## src/rtl/ps2_keymap.sv

```systemverilog
// PS/2 set-2 scan-code stream to Hack keyboard register, with CDC, prefix FSM and shift tracking.
// Optional caps-lock support is enabled by defining PS2_KEYMAP_CAPS_LOCK_EN.
module ps2_keymap #(
    parameter int unsigned SYNC_STAGES = 2
) (
    input  logic        i_clock,
    input  logic        reset_n,
    input  logic        scan_ready,
    input  logic [7:0]  scan_code,
    output logic [15:0] key,
    output logic        key_strobe
);

    localparam int unsigned SS = (SYNC_STAGES < 2) ? 2 : SYNC_STAGES;

    typedef enum logic [1:0] {
        IDLE    = 2'd0,
        EXT     = 2'd1,
        BRK     = 2'd2,
        EXT_BRK = 2'd3
    } state_t;

    logic [SS-1:0] sync_q;
    logic          edge_q;
    logic          rise;
    logic [7:0]    byte_reg;
    logic          byte_valid;
    state_t        state;
    logic          shift;
    logic          caps;

    logic          is_ext;
    logic          is_brk;
    logic          is_e0;
    logic          is_f0;
    logic          is_shift_code;
    logic [7:0]    code_v;

    // Set-2 to Hack translation; returns 0 for unmapped codes.
    function automatic logic [7:0] xlate(input logic [7:0] code, input logic ext,
                                         input logic sh, input logic cp);
        logic [7:0] lo_v;
        logic [7:0] hi_v;
        logic       letter;
        lo_v   = 8'd0;
        hi_v   = 8'd0;
        letter = 1'b0;
        if (ext) begin
            case (code)
                8'h6B: lo_v = 8'd130;
                8'h75: lo_v = 8'd131;
                8'h74: lo_v = 8'd132;
                8'h72: lo_v = 8'd133;
                8'h6C: lo_v = 8'd134;
                8'h69: lo_v = 8'd135;
                8'h7D: lo_v = 8'd136;
                8'h7A: lo_v = 8'd137;
                8'h70: lo_v = 8'd138;
                8'h71: lo_v = 8'd139;
                default: lo_v = 8'd0;
            endcase
            hi_v = lo_v;
        end else begin
            case (code)
                8'h1C: begin lo_v = 8'd97;  letter = 1'b1; end
                8'h32: begin lo_v = 8'd98;  letter = 1'b1; end
                8'h21: begin lo_v = 8'd99;  letter = 1'b1; end
                8'h23: begin lo_v = 8'd100; letter = 1'b1; end
                8'h24: begin lo_v = 8'd101; letter = 1'b1; end
                8'h2B: begin lo_v = 8'd102; letter = 1'b1; end
                8'h34: begin lo_v = 8'd103; letter = 1'b1; end
                8'h33: begin lo_v = 8'd104; letter = 1'b1; end
                8'h43: begin lo_v = 8'd105; letter = 1'b1; end
                8'h3B: begin lo_v = 8'd106; letter = 1'b1; end
                8'h42: begin lo_v = 8'd107; letter = 1'b1; end
                8'h4B: begin lo_v = 8'd108; letter = 1'b1; end
                8'h3A: begin lo_v = 8'd109; letter = 1'b1; end
                8'h31: begin lo_v = 8'd110; letter = 1'b1; end
                8'h44: begin lo_v = 8'd111; letter = 1'b1; end
                8'h4D: begin lo_v = 8'd112; letter = 1'b1; end
                8'h15: begin lo_v = 8'd113; letter = 1'b1; end
                8'h2D: begin lo_v = 8'd114; letter = 1'b1; end
                8'h1B: begin lo_v = 8'd115; letter = 1'b1; end
                8'h2C: begin lo_v = 8'd116; letter = 1'b1; end
                8'h3C: begin lo_v = 8'd117; letter = 1'b1; end
                8'h2A: begin lo_v = 8'd118; letter = 1'b1; end
                8'h1D: begin lo_v = 8'd119; letter = 1'b1; end
                8'h22: begin lo_v = 8'd120; letter = 1'b1; end
                8'h35: begin lo_v = 8'd121; letter = 1'b1; end
                8'h1A: begin lo_v = 8'd122; letter = 1'b1; end
                8'h45: begin lo_v = 8'd48;  hi_v = 8'd41;  end
                8'h16: begin lo_v = 8'd49;  hi_v = 8'd33;  end
                8'h1E: begin lo_v = 8'd50;  hi_v = 8'd64;  end
                8'h26: begin lo_v = 8'd51;  hi_v = 8'd35;  end
                8'h25: begin lo_v = 8'd52;  hi_v = 8'd36;  end
                8'h2E: begin lo_v = 8'd53;  hi_v = 8'd37;  end
                8'h36: begin lo_v = 8'd54;  hi_v = 8'd94;  end
                8'h3D: begin lo_v = 8'd55;  hi_v = 8'd38;  end
                8'h3E: begin lo_v = 8'd56;  hi_v = 8'd42;  end
                8'h46: begin lo_v = 8'd57;  hi_v = 8'd40;  end
                8'h29: begin lo_v = 8'd32;  hi_v = 8'd32;  end
                8'h4E: begin lo_v = 8'd45;  hi_v = 8'd95;  end
                8'h55: begin lo_v = 8'd61;  hi_v = 8'd43;  end
                8'h41: begin lo_v = 8'd44;  hi_v = 8'd60;  end
                8'h49: begin lo_v = 8'd46;  hi_v = 8'd62;  end
                8'h4A: begin lo_v = 8'd47;  hi_v = 8'd63;  end
                8'h4C: begin lo_v = 8'd59;  hi_v = 8'd58;  end
                8'h52: begin lo_v = 8'd39;  hi_v = 8'd34;  end
                8'h54: begin lo_v = 8'd91;  hi_v = 8'd123; end
                8'h5B: begin lo_v = 8'd93;  hi_v = 8'd125; end
                8'h5D: begin lo_v = 8'd92;  hi_v = 8'd124; end
                8'h0E: begin lo_v = 8'd96;  hi_v = 8'd126; end
                8'h5A: begin lo_v = 8'd128; hi_v = 8'd128; end
                8'h66: begin lo_v = 8'd129; hi_v = 8'd129; end
                8'h76: begin lo_v = 8'd140; hi_v = 8'd140; end
                8'h05: begin lo_v = 8'd141; hi_v = 8'd141; end
                8'h06: begin lo_v = 8'd142; hi_v = 8'd142; end
                8'h04: begin lo_v = 8'd143; hi_v = 8'd143; end
                8'h0C: begin lo_v = 8'd144; hi_v = 8'd144; end
                8'h03: begin lo_v = 8'd145; hi_v = 8'd145; end
                8'h0B: begin lo_v = 8'd146; hi_v = 8'd146; end
                8'h83: begin lo_v = 8'd147; hi_v = 8'd147; end
                8'h0A: begin lo_v = 8'd148; hi_v = 8'd148; end
                8'h01: begin lo_v = 8'd149; hi_v = 8'd149; end
                8'h09: begin lo_v = 8'd150; hi_v = 8'd150; end
                8'h78: begin lo_v = 8'd151; hi_v = 8'd151; end
                8'h07: begin lo_v = 8'd152; hi_v = 8'd152; end
                default: begin lo_v = 8'd0; hi_v = 8'd0; end
            endcase
            if (letter) begin
                hi_v = lo_v - 8'd32;
            end
        end
        return ((letter ? (sh ^ cp) : sh) ? hi_v : lo_v);
    endfunction

    assign rise = sync_q[SS-1] & ~edge_q;

    // Synchronize scan_ready, detect its rising edge and capture the byte.
    always_ff @(posedge i_clock or negedge reset_n) begin
        if (!reset_n) begin
            sync_q     <= '0;
            edge_q     <= 1'b0;
            byte_reg   <= 8'h00;
            byte_valid <= 1'b0;
        end else begin
            sync_q     <= {sync_q[SS-2:0], scan_ready};
            edge_q     <= sync_q[SS-1];
            byte_valid <= rise;
            if (rise) begin
                byte_reg <= scan_code;
            end
        end
    end

    always_comb begin
        is_ext        = (state == EXT) || (state == EXT_BRK);
        is_brk        = (state == BRK) || (state == EXT_BRK);
        is_e0         = (byte_reg == 8'hE0);
        is_f0         = (byte_reg == 8'hF0);
        is_shift_code = !is_ext && ((byte_reg == 8'h12) || (byte_reg == 8'h59));
        code_v        = xlate(byte_reg, is_ext, shift, caps);
    end

    // Prefix FSM with make/break handling; key and strobe are registered.
    always_ff @(posedge i_clock or negedge reset_n) begin
        if (!reset_n) begin
            state      <= IDLE;
            shift      <= 1'b0;
            key        <= 16'h0000;
            key_strobe <= 1'b0;
        end else begin
            key_strobe <= 1'b0;
            if (byte_valid) begin
                if (is_e0) begin
                    if (state == IDLE || state == EXT) begin
                        state <= EXT;
                    end
                end else if (is_f0) begin
                    case (state)
                        IDLE:    state <= BRK;
                        EXT:     state <= EXT_BRK;
                        default: state <= state;
                    endcase
                end else begin
                    state <= IDLE;
                    if (!is_brk) begin
                        if (is_shift_code) begin
                            shift <= 1'b1;
                        end else if (code_v != 8'd0) begin
                            key        <= {8'h00, code_v};
                            key_strobe <= 1'b1;
                        end
                    end else begin
                        if (is_shift_code) begin
                            shift <= 1'b0;
                        end else if ((code_v != 8'd0) && ({8'h00, code_v} == key)) begin
                            key <= 16'h0000;
                        end
                    end
                end
            end
        end
    end

`ifdef PS2_KEYMAP_CAPS_LOCK_EN
    // Caps lock toggles on each normal make of 58.
    always_ff @(posedge i_clock or negedge reset_n) begin
        if (!reset_n) begin
            caps <= 1'b0;
        end else if (byte_valid && (state == IDLE) && (byte_reg == 8'h58)) begin
            caps <= ~caps;
        end
    end
`else
    assign caps = 1'b0;
`endif

endmodule
```

## config.mk

```make
export PLATFORM = sky130hd
export DESIGN_NAME = ps2_keymap
export DESIGN_NICKNAME = d
export VERILOG_FILES = /design/src/rtl/ps2_keymap.sv
export SDC_FILE = /design/constraint.sdc
export NUM_CORES = 1
export LEC_CHECK = 0
export CAP_MARGIN = 0
export CORE_ASPECT_RATIO = 1.2
export CORE_MARGIN = 2
export CORE_UTILIZATION = 30
export DETAILED_ROUTE_END_ITERATION = 12
export PLACE_DENSITY_LB_ADDON = 0.15
export SLEW_MARGIN = 20
export SYNTH_ARGS = -nofsm -noshare
export SYNTH_HDL_FRONTEND = slang
export SYNTH_SLANG_ARGS = --single-unit
```

## constraint.sdc

```tcl
create_clock -name i_clock -period 4.74 [get_ports i_clock]
set_clock_uncertainty 0.15 [all_clocks]
set_input_delay 0.948 -clock i_clock [delete_from_list [all_inputs] [get_ports i_clock]]
set_output_delay 0.948 -clock i_clock [all_outputs]
set_load 0.05 [all_outputs]
```

==> out/metrics.yaml <==
synthesis:
  synth.distinct_cells: 75
  synth_fa_ha_area_share_pct: 0.434
  ys.warnings.count: 0
  ys.flop_type: "dfrtp_1"
  synthesis.area_um2: 2880
  syn_inst: 393
  synthArstFlopShare_pct: 100
  synthMuxAreaShare_pct: 3.30
  synth_seq_area_share_pct: 20.8
  synth_edf_count: 0
  synth_top_family_by_area: "simple AND/OR/NAND/NOR gates"
  synth-seq-cells: 24
  synth_xor_area_share_pct: 3.04
  synth-simple-area-share_pct: 36.7
  avgSynthCellArea_um2: 7.33
  synth_compound_area_share_pct: 27.3
drt:
  first_pass_iters: 5
  dr.first_iter.drc_count: 439
  drt-met1-wl_mm: 4.32
  wire_per_inst_um: 20.6
  top_layer: "met4"
  ant_nets: 0
  wl_met2_mm: 4.93
  wl_mm: 10.9
  vias: 3334
  via_per_inst: 6.31
  wl_met3_um: 849
  drc_errors: 0
worst_setup_path:
  cp_data_required_time_ns: 4.71
  crit_type: "flop to flop"
  max_stage_delay_ns: 0.78
  crit_buf_inv: 0
  startpoint_type: "flop"
  worst_path_max_delay_cell: "dfrtp_1"
  path_common_cell: "nand3_1"
  crit_family: "simple AND/OR/NAND/NOR gates"
  critical_path_peak_fanout: 23
  crit_path_end_kind: "flop"
  crit_path_cell_trace: "nor2_1 > a32oi_1 > o21ai_1 > nor4b_2 > nand3_1 > nor4b_1 > ha_1 > nand3_1 > o311a_1 > xnor2_1 > nand4_1 > nor4_4 > o21ai_0"
  cp.arrival_ns: 4.19
floorplan:
  core-area_um2: 9420
  row_count: 39
  die_area_um2: 10400
  die_w_um: 93.5
  die_y_um: 111
  start_util_pct: 30.6
  io_pins: 28
layout:
  num-fill-cells: 992
  final_cells: 528
  final_common_cell: "nand2_1"
  antenna_cells: 0
  final_cell_mix: "nand2_1 (58), nor2_1 (30), o21ai_0 (28), a21oi_1 (25), dfrtp_1 (24)"
  nNetsFinal: 418
  drive_gt1_share_pct: 12.3
  syn_to_final_growth_pct: 14.6
power:
  p_total_mw: 1.37
  leakage_nw: 1.26
  vdd_drop_max_mv: 0.421
  power_density_nw_per_um2: 416
timing:
  slew_viol_final: 0
  period_share_pct: 89.0
  tns_ns: 0
  slew-limit-headroom_pct: 28.5
  tightest_slew_ns: 1.07
  fmax_mhz: 237
  min_period_ns: 4.22
  hold_violations: 0
  rsz0062_at_grt: "false"
  setup_viol: 0
  timing.hold.ws_ns: 0.211
global_route:
  grt_max_degree: 27
  antenna_found_initial: 0
  gr-total-overflow: 0
  grt_pass1_wl_mm: 17.5
  grt_pass1_vias: 3241
  track_usage_pct: 21.3
outcome:
  status: "finished clean"
placement:
  dp_hpwl_mm: 8.12
  placedCellCount: 524
  gp_congestion: 0.957
  portBuffers: 19
clocking:
  clkSinkCount: 24
  numCtsBuffers: 3
  cts_tree: "done"
  post_cts_buffers: 0
  clk_latency_ns: 0.27
  ctsHoldBuffers: 0
  htree_levels: 1
  cts_buffer_depth: 2
  cts_resized: 0
  path_clk_slew_ns: 0.07
  cts-root-buf: "clkbuf_16"
flow_run:
  drv_cap: 0
min_path:
  hp-class: "flop to flop"
[metrics by stage]
stage	util [%]	worst slack [ns]	area, um2
floorplan	-	1.26	2910
CTS	35.1	0.597	3310
global placement	34.0	0.604	3200
detailed placement	34.0	0.603	3200
global route	35.1	0.182	3300
finish	35.1	0.522	3300
[worst paths after layout]
kind / start / endpoint / slack, ns / cells after the start
worst max-delay path: byte_reg[2] / key[1] / 0.52 / 13
worst min register to register: sync_q[0] / sync_q[1] / 0.21 / 0
min in group asynchronous: reset_n / byte_reg[5] / 0.51 / 1
max in group asynchronous: reset_n / key[2] / 3.55 / 1
worst min-delay path: sync_q[0] / sync_q[1] / 0.21 / 0
worst max register to register: byte_reg[2] / key[1] / 0.52 / 13
[kinds of logic after synthesis]
logic type	Yosys count
adders and majority gates	1
AOI/OAI and AO/OA	118
and+or+nand+nor	184
DFF	24
muxes	9
other	1
xor gates and xnor gates	10
buffers and inverters	46
[worst reg2reg max path, cell delays in order (launching register included)]
cell     delay [ns]
dfrtp_1        0.78
nor2_1         0.30
a32oi_1        0.27
o21ai_1        0.12
nor4b_2        0.47
nand3_1        0.21
nor4b_1        0.33
ha_1           0.29
nand3_1        0.07
o311a_1        0.24
xnor2_1        0.13
nand4_1        0.16
nor4_4         0.40
o21ai_0        0.18
[report_power, final]
part	leakage [nW]	switching, mW	total [mW]	internal [mW]
clock network	0.0511	0.0794	0.248	0.168
logic	0.915	0.480	0.763	0.282
registers	0.290	0.109	0.365	0.256
total	1.26	0.668	1.37	0.706
[Yosys cell counts, drive strengths merged (4+ instances only)]
cell type	number	area share, %
nor4bb	8	2.8
or4b	6	2.2
xnor2	6	1.8
nor3	9	1.6
xor2	4	1.2
mux2i	5	1.7
a31oi	9	2.0
nor4b	6	2.5
nand2	58	7.6
o211ai	6	1.6
inv	6	0.78
o21ai	30	5.3
nor2b	6	1.3
nor2	30	3.9
nor4	5	2.3
or2	4	0.87
o22ai	6	1.3
buf	27	5.8
dfrtp	24	21
a22o	4	1.2
clkbuf	13	1.7
nand2b	9	2.0
nand3	18	3.1
a21oi	25	4.3
mux2	4	1.6
[cell type report]
| class | instances | area (um2) | share of cell area (%) |
|---|---|---|---|
| Multi-Input combinational cell | 330 | 2070 | 62.7 |
| Sequential cell | 24 | 601 | 18.2 |
| Timing Repair Buffer | 41 | 350 | 10.6 |
| Tap cell | 123 | 154 | 4.66 |
| Clock buffer | 3 | 75.1 | 2.27 |
| Clock inverter | 1 | 30.0 | 0.909 |
| Inverter | 6 | 22.5 | 0.682 |
[per-layer routing]
metal | vias to the layer above | global-route usage (%)
met4 | 0 | 14.1
met2 | 232 | 33.0
met3 | 72 | 1.96
met1 | 1548 | 27.9
met5 | - | 0
li1 | 1482 | -
Note: power is estimated with default switching activity, not from simulation.
